==> config.mk <==
export PLATFORM = sky130hd
export DESIGN_NAME = dmem_dump_ctrl
export DESIGN_NICKNAME = d
export VERILOG_FILES = /design/src/rtl/dmem_dump_pkg.sv /design/src/rtl/dmem_dump_ctrl_rise_detect.sv /design/src/rtl/dmem_dump_ctrl.sv
export SDC_FILE = /design/constraint.sdc
export NUM_CORES = 1
export LEC_CHECK = 0
export BUFFER_PORTS_ARGS = -buffer_cell sky130_fd_sc_hd__buf_2
export CORE_AREA = 2 2 133 135
export CTS_BUF_LIST = sky130_fd_sc_hd__clkbuf_4 sky130_fd_sc_hd__clkbuf_8 sky130_fd_sc_hd__clkbuf_16
export DETAILED_ROUTE_END_ITERATION = 8
export DIE_AREA = 0 0 135 137
export MAX_ROUTING_LAYER = met4
export SETUP_SLACK_MARGIN = 0.2
export SLEW_MARGIN = 25
export SYNTH_ARGS = -nofsm -noshare
export SYNTH_HDL_FRONTEND = slang
export SYNTH_SLANG_ARGS = --single-unit
==> constraint.sdc <==
create_clock -name CLOCK_50 -period 1.6 [get_ports CLOCK_50]
set_input_delay 0.08 -clock CLOCK_50 [delete_from_list [all_inputs] [get_ports CLOCK_50]]
set_output_delay 0.08 -clock CLOCK_50 [all_outputs]
set_load 0.03 [all_outputs]
==> src/rtl/dmem_dump_pkg.sv <==
// rtl/dmem_dump_pkg.sv - shared types and helpers for the data-memory dump controller
//
// Purpose:
//   Holds the dump sequencer state type and a helper that turns a word-address
//   width into a memory depth, so the top and any users agree on both.
// Contents:
//   dump_state_t  IDLE / READ / SEND / DONE
//   depth()       number of words addressed by an addr_w-bit word address

package dmem_dump_pkg;

    typedef enum logic [1:0] {
        IDLE = 2'd0,
        READ = 2'd1,
        SEND = 2'd2,
        DONE = 2'd3
    } dump_state_t;

    function automatic int depth(input int addr_w);
        return 1 << addr_w;
    endfunction

endpackage

==> src/rtl/dmem_dump_ctrl_rise_detect.sv <==
// rtl/dmem_dump_ctrl_rise_detect.sv - single-flop rising-edge detector for debug strobes
//
// Purpose:
//   Flags a cycle in which sig_i is high and was low at the previous clock edge.
//   The reset value of the history flop is a parameter: resetting it to 1 means
//   a strobe that is already high when reset releases is not seen as an edge.
// Ports:
//   clk     in   clock, history sampled on the rising edge
//   rst_n   in   asynchronous active-low reset
//   sig_i   in   strobe to watch
//   rise_o  out  combinational edge flag, valid for the edge about to occur

module rise_detect #(
    parameter logic RST_VAL = 1'b1
) (
    input  logic clk,
    input  logic rst_n,
    input  logic sig_i,
    output logic rise_o
);

    logic prev_q;

    always_ff @(posedge clk or negedge rst_n) begin
        if (!rst_n) begin
            prev_q <= RST_VAL;
        end else begin
            prev_q <= sig_i;
        end
    end

    assign rise_o = sig_i & ~prev_q;

endmodule

==> src/rtl/dmem_dump_ctrl.sv <==
// rtl/dmem_dump_ctrl.sv - data-memory port arbiter and word-dump sequencer
//
// Purpose:
//   Normally forwards the processor's data-memory requests unchanged. A rising
//   edge on dump_req (seen while idle) stalls the processor, takes the memory
//   port, and streams every word out in ascending address order over a
//   valid/ready interface, then pulses done and releases the stall.
// Ports:
//   CLOCK_50   in   system clock
//   reset      in   asynchronous active-low reset
//   dump_req   in   dump request, rising edge starts a dump
//   cpu_addr   in   processor byte address
//   cpu_wdata  in   processor store data
//   cpu_we     in   processor store enable
//   cpu_stall  out  freezes processor PC / register writes
//   mem_addr   out  word address to data memory
//   mem_wdata  out  write data to data memory
//   mem_we     out  write enable to data memory
//   mem_rdata  in   combinational read data from data memory
//   out_valid  out  dump word available
//   out_ready  in   consumer accepts dump word
//   out_data   out  dump word
//   out_index  out  word index of out_data
//   out_last   out  marks the final word of a dump
//   busy       out  any state other than IDLE
//   done       out  one-cycle completion pulse

module dmem_dump_ctrl
    import dmem_dump_pkg::*;
#(
    parameter int N      = 64,
    parameter int ADDR_W = 6
) (
    input  logic              CLOCK_50,
    input  logic              reset,
    input  logic              dump_req,
    input  logic [N-1:0]      cpu_addr,
    input  logic [N-1:0]      cpu_wdata,
    input  logic              cpu_we,
    output logic              cpu_stall,
    output logic [ADDR_W-1:0] mem_addr,
    output logic [N-1:0]      mem_wdata,
    output logic              mem_we,
    input  logic [N-1:0]      mem_rdata,
    output logic              out_valid,
    input  logic              out_ready,
    output logic [N-1:0]      out_data,
    output logic [ADDR_W-1:0] out_index,
    output logic              out_last,
    output logic              busy,
    output logic              done
);

    localparam int                DEPTH   = depth(ADDR_W);
    localparam logic [ADDR_W-1:0] IDX_MAX = ADDR_W'(DEPTH - 1);

    dump_state_t       state_q, state_d;
    logic [ADDR_W-1:0] idx_q, idx_d;
    logic [N-1:0]      out_data_q, out_data_d;
    logic [ADDR_W-1:0] out_index_q, out_index_d;
    logic              dump_rise;
    logic              at_last;

    // Byte-offset bits and address bits above the memory are not decoded.
    logic unused_cpu_addr;
    assign unused_cpu_addr = ^{cpu_addr[N-1:ADDR_W+3], cpu_addr[2:0]};

    rise_detect #(
        .RST_VAL (1'b1)
    ) u_dump_rise (
        .clk    (CLOCK_50),
        .rst_n  (reset),
        .sig_i  (dump_req),
        .rise_o (dump_rise)
    );

    assign at_last = (idx_q == IDX_MAX);

    always_ff @(posedge CLOCK_50 or negedge reset) begin
        if (!reset) begin
            state_q     <= IDLE;
            idx_q       <= '0;
            out_data_q  <= '0;
            out_index_q <= '0;
        end else begin
            state_q     <= state_d;
            idx_q       <= idx_d;
            out_data_q  <= out_data_d;
            out_index_q <= out_index_d;
        end
    end

    always_comb begin
        state_d     = state_q;
        idx_d       = idx_q;
        out_data_d  = out_data_q;
        out_index_d = out_index_q;
        case (state_q)
            IDLE: begin
                // Edges seen in other states are dropped, never queued.
                if (dump_rise) begin
                    state_d = READ;
                    idx_d   = '0;
                end
            end
            READ: begin
                // Memory read is combinational, so one cycle suffices to capture.
                out_data_d  = mem_rdata;
                out_index_d = idx_q;
                state_d     = SEND;
            end
            SEND: begin
                if (out_ready) begin
                    // Leaving for DONE before incrementing keeps idx from wrapping.
                    if (at_last) begin
                        state_d = DONE;
                    end else begin
                        idx_d   = idx_q + 1'b1;
                        state_d = READ;
                    end
                end
            end
            DONE: begin
                state_d = IDLE;
            end
            default: begin
                state_d = IDLE;
            end
        endcase
    end

    always_comb begin
        busy      = (state_q != IDLE);
        cpu_stall = busy;
        out_valid = (state_q == SEND);
        out_last  = out_valid & at_last;
        done      = (state_q == DONE);
        if (busy) begin
            // Stores during the stall are squashed; the stalled instruction
            // re-executes after release and reissues them.
            mem_addr  = idx_q;
            mem_wdata = '0;
            mem_we    = 1'b0;
        end else begin
            mem_addr  = cpu_addr[ADDR_W+2:3];
            mem_wdata = cpu_wdata;
            mem_we    = cpu_we;
        end
    end

    assign out_data  = out_data_q;
    assign out_index = out_index_q;

endmodule

==> impl_results.md <==
* Status: finished with violations
* Violated checks: setup timing
* Fin crit share at 1.06
* RR Startpoint: state_q[1]
* Ys flop type: dfrtp_1
* DIE WIDTH at 135 um
* Total power at 17.4 mW
* PortBufs at 284
* Overall routing resource usage at 0.142
* Placed insts at 780
* Rows at 48
* WP data required at roughly 1500 ps
* Top-count cell post-synth: dfrtp_1
* Detailed Place HPWL at 8.65 mm
* Synthesized area per cell at around 13 um2
* CP startpoint: state_q[1]
* Number of synthesized flops with an enable pin at 0
* Leakage dissipation at 4.06 nW
* Post-synth ARST share at 1.00
* DRT antenna net count at 0
* Remaining global-route overflow at 0
* RSZ-0062 raised after global routing: yes
* Initial antenna violation count at 1
* Final Slew Violations at 0
* RR Endpoint: idx_q[0]
* CTS tree: done
* Mapped Cells at 275
* Detailed router's first-iteration violation count at roughly 130
* Core box area at 17100 um2
* Post-synthesis sequential element count at 79
* GR peak layer: met2
* Num ports at 343
* Crit path DAT at approximately 1600 ps
* Post-synth top cells: 78 x dfrtp_1, 68 x mux2_2, 66 x and2_1, 8 x mux2_1, 7 x buf_6
* Measured slew at the worst slew-check pin at 284 ps
* Clock skew at 6.77 ps
* Clk root buf: clkbuf_16
* Crit. End Element: primary output
* Fin crit period at 1690 ps
* Vias in the first global route at approximately 3600
* Clock sink total at 79
* Drt wl/cell at 16.5 um
* Achievable Freq at 591 MHz
* Inserted Clock Buffers at 9
* Register-to-Register Setup Slack at -20 ps
* Vias at around 3700
* Normalized max-slew margin at 0.811
* Starting Density at 0.214
* # DRC at 0
* Worst vdd ir at 1030 uV
* Clock transition at path regs at 60 ps
* H-tree levels at 3
* Met1 usage at 0.183
* Yosys top cell by area: dfrtp_1
* Nets@finish at 863
* Max FO, Critical Path at 18
* Yosys top cell area share at 0.536
* Die Ht at 137 um
* DR pass1 iterations at 4
* Vias per cell at 4.15
* Worst hold-check path type: in -> reg
* Global-route wire length before repair at roughly 20 mm
* CP Launch Type: flop
* Final TNS setup at -3660 ps
* Post-Syn Area at between 3000 and 4000 um2
* Util after Layout at 0.454
* Yosys warnings at 0
* Die ar. at 18500 um2
* Final hold vios at 0
* Maxcap violations at 0
* Final worst slack at -92.9 ps
* Clk Latency, worst-skew pair at 330 ps
* Worst slack at placement at between 100 and 150 ps
* GP Congestion at slightly above 0.7
* Final wirelength at ~15 mm
* Cell area power density at 2250 nW/um2
* Area grow syn2layout at 112%
* Area contributors post-synth: dfrtp_1 54%, mux2_2 21%, and2_1 11%
* Synth Net Count at 473
* Final Non-Filler Cells at ~900
* Synth cell types at 32
* Clock buffer depth at 2
* CP endpoint: mem_wdata[34]
* Met3 Use GR at 0.0348
* Share of layout cells above drive strength 1 at 0.704
* Register area share after synthesis at 0.543
* Crit Path Class: reg -> out
* Largest net degree at the start of global routing at 37
* R2R cell count at 7
* Met2 Use GR at 0.221
* Final setup viols at 70
flip-flops by register name, indices dropped and copies added, names as in the netlist:
register,cells
state_q,2
out_index,6
u_dump_rise.prev_q,1
out_data,64
idx_q,6
layout make-up:
| class | count | area, um2 |
|---|---|---|
| Fill cell | 1573 | 9320 |
| Timing Repair Buffer | 395 | 3200 |
| Sequential cell | 79 | 1980 |
| Multi-Input combinational cell | 178 | 1950 |
| Tap cell | 225 | 282 |
| Clock buffer | 13 | 262 |
| Clock inverter | 3 | 42.5 |
| Inverter | 2 | 17.5 |
| Antenna cell | 1 | 2.50 |
layer usage:
metal / wire [um] / part of all wire / up-vias
met1: 6170 / 0.42 / 1846
met4: 215 / 0.015 / 0
met5: 0 / 0 / -
li1: - / - / 1725
met2: 7730 / 0.52 / 130
met3: 684 / 0.046 / 20
layout by cell type (no fill, tap or decap), drive strengths merged, types with 3 or more instances in the layout:
master,netlist,layout
clkbuf,6,18
a21o,4,4
and2,66,66
buf,10,324
mux2,76,76
nor2,3,3
o21ai,6,6
dfrtp,78,78
nand3,3,3
nand2b,4,4
dlygate4sd3,0,66
worst min-delay path by stage:
| stage | startpoint | endpoint | cells past startpoint |
|---|---|---|---|
| detailed placement | reset | out_data[43] | 1 |
| CTS | out_ready | state_q[1] | 3 |
| global route | out_ready | state_q[1] | 3 |
| global placement | reset | out_data[26] | 1 |
| floorplan | reset | idx_q[0] | 0 |
| finish | out_ready | state_q[1] | 3 |
stage by stage:
step                hold WS (ps)  cell area, um2
CTS                         17.5            7090
finish                      32.6            7740
floorplan                   -216            3640
global route                32.5            7740
global placement           -13.3            5400
detailed placement         -15.2            5400
worst max-delay path: stages (launching register included):
cell and delay, ps:
dfrtp_2 430, nor2_4 220, buf_6 160, buf_16 150
and2_1 170, buf_6 140
cells by family after synthesis:
| family | share of synthesized area |
|---|---|
| mux | 0.235 |
| buf+inv | 0.0354 |
| fa+ha+maj | 0.00343 |
| simple gates | 0.150 |
| compound gates | 0.0340 |
| flops | 0.543 |
where the power goes:
| group | internal [mW] | switching (mW) | total (mW) |
|---|---|---|---|
| registers | 2.93 | 0.503 | 3.43 |
| logic | 5.72 | 6.15 | 11.9 |
| clock network | 1.30 | 0.780 | 2.08 |
timing repair:
action,in CTS,in global routing
pin swaps,2,14
gates cloned,5,6
hold buffers,66,0
hold endpoints to repair,143,0
buffers inserted,8,14
resized for setup,167,115
setup endpoints to repair,75,152
(Power assumes the default switching activity.)
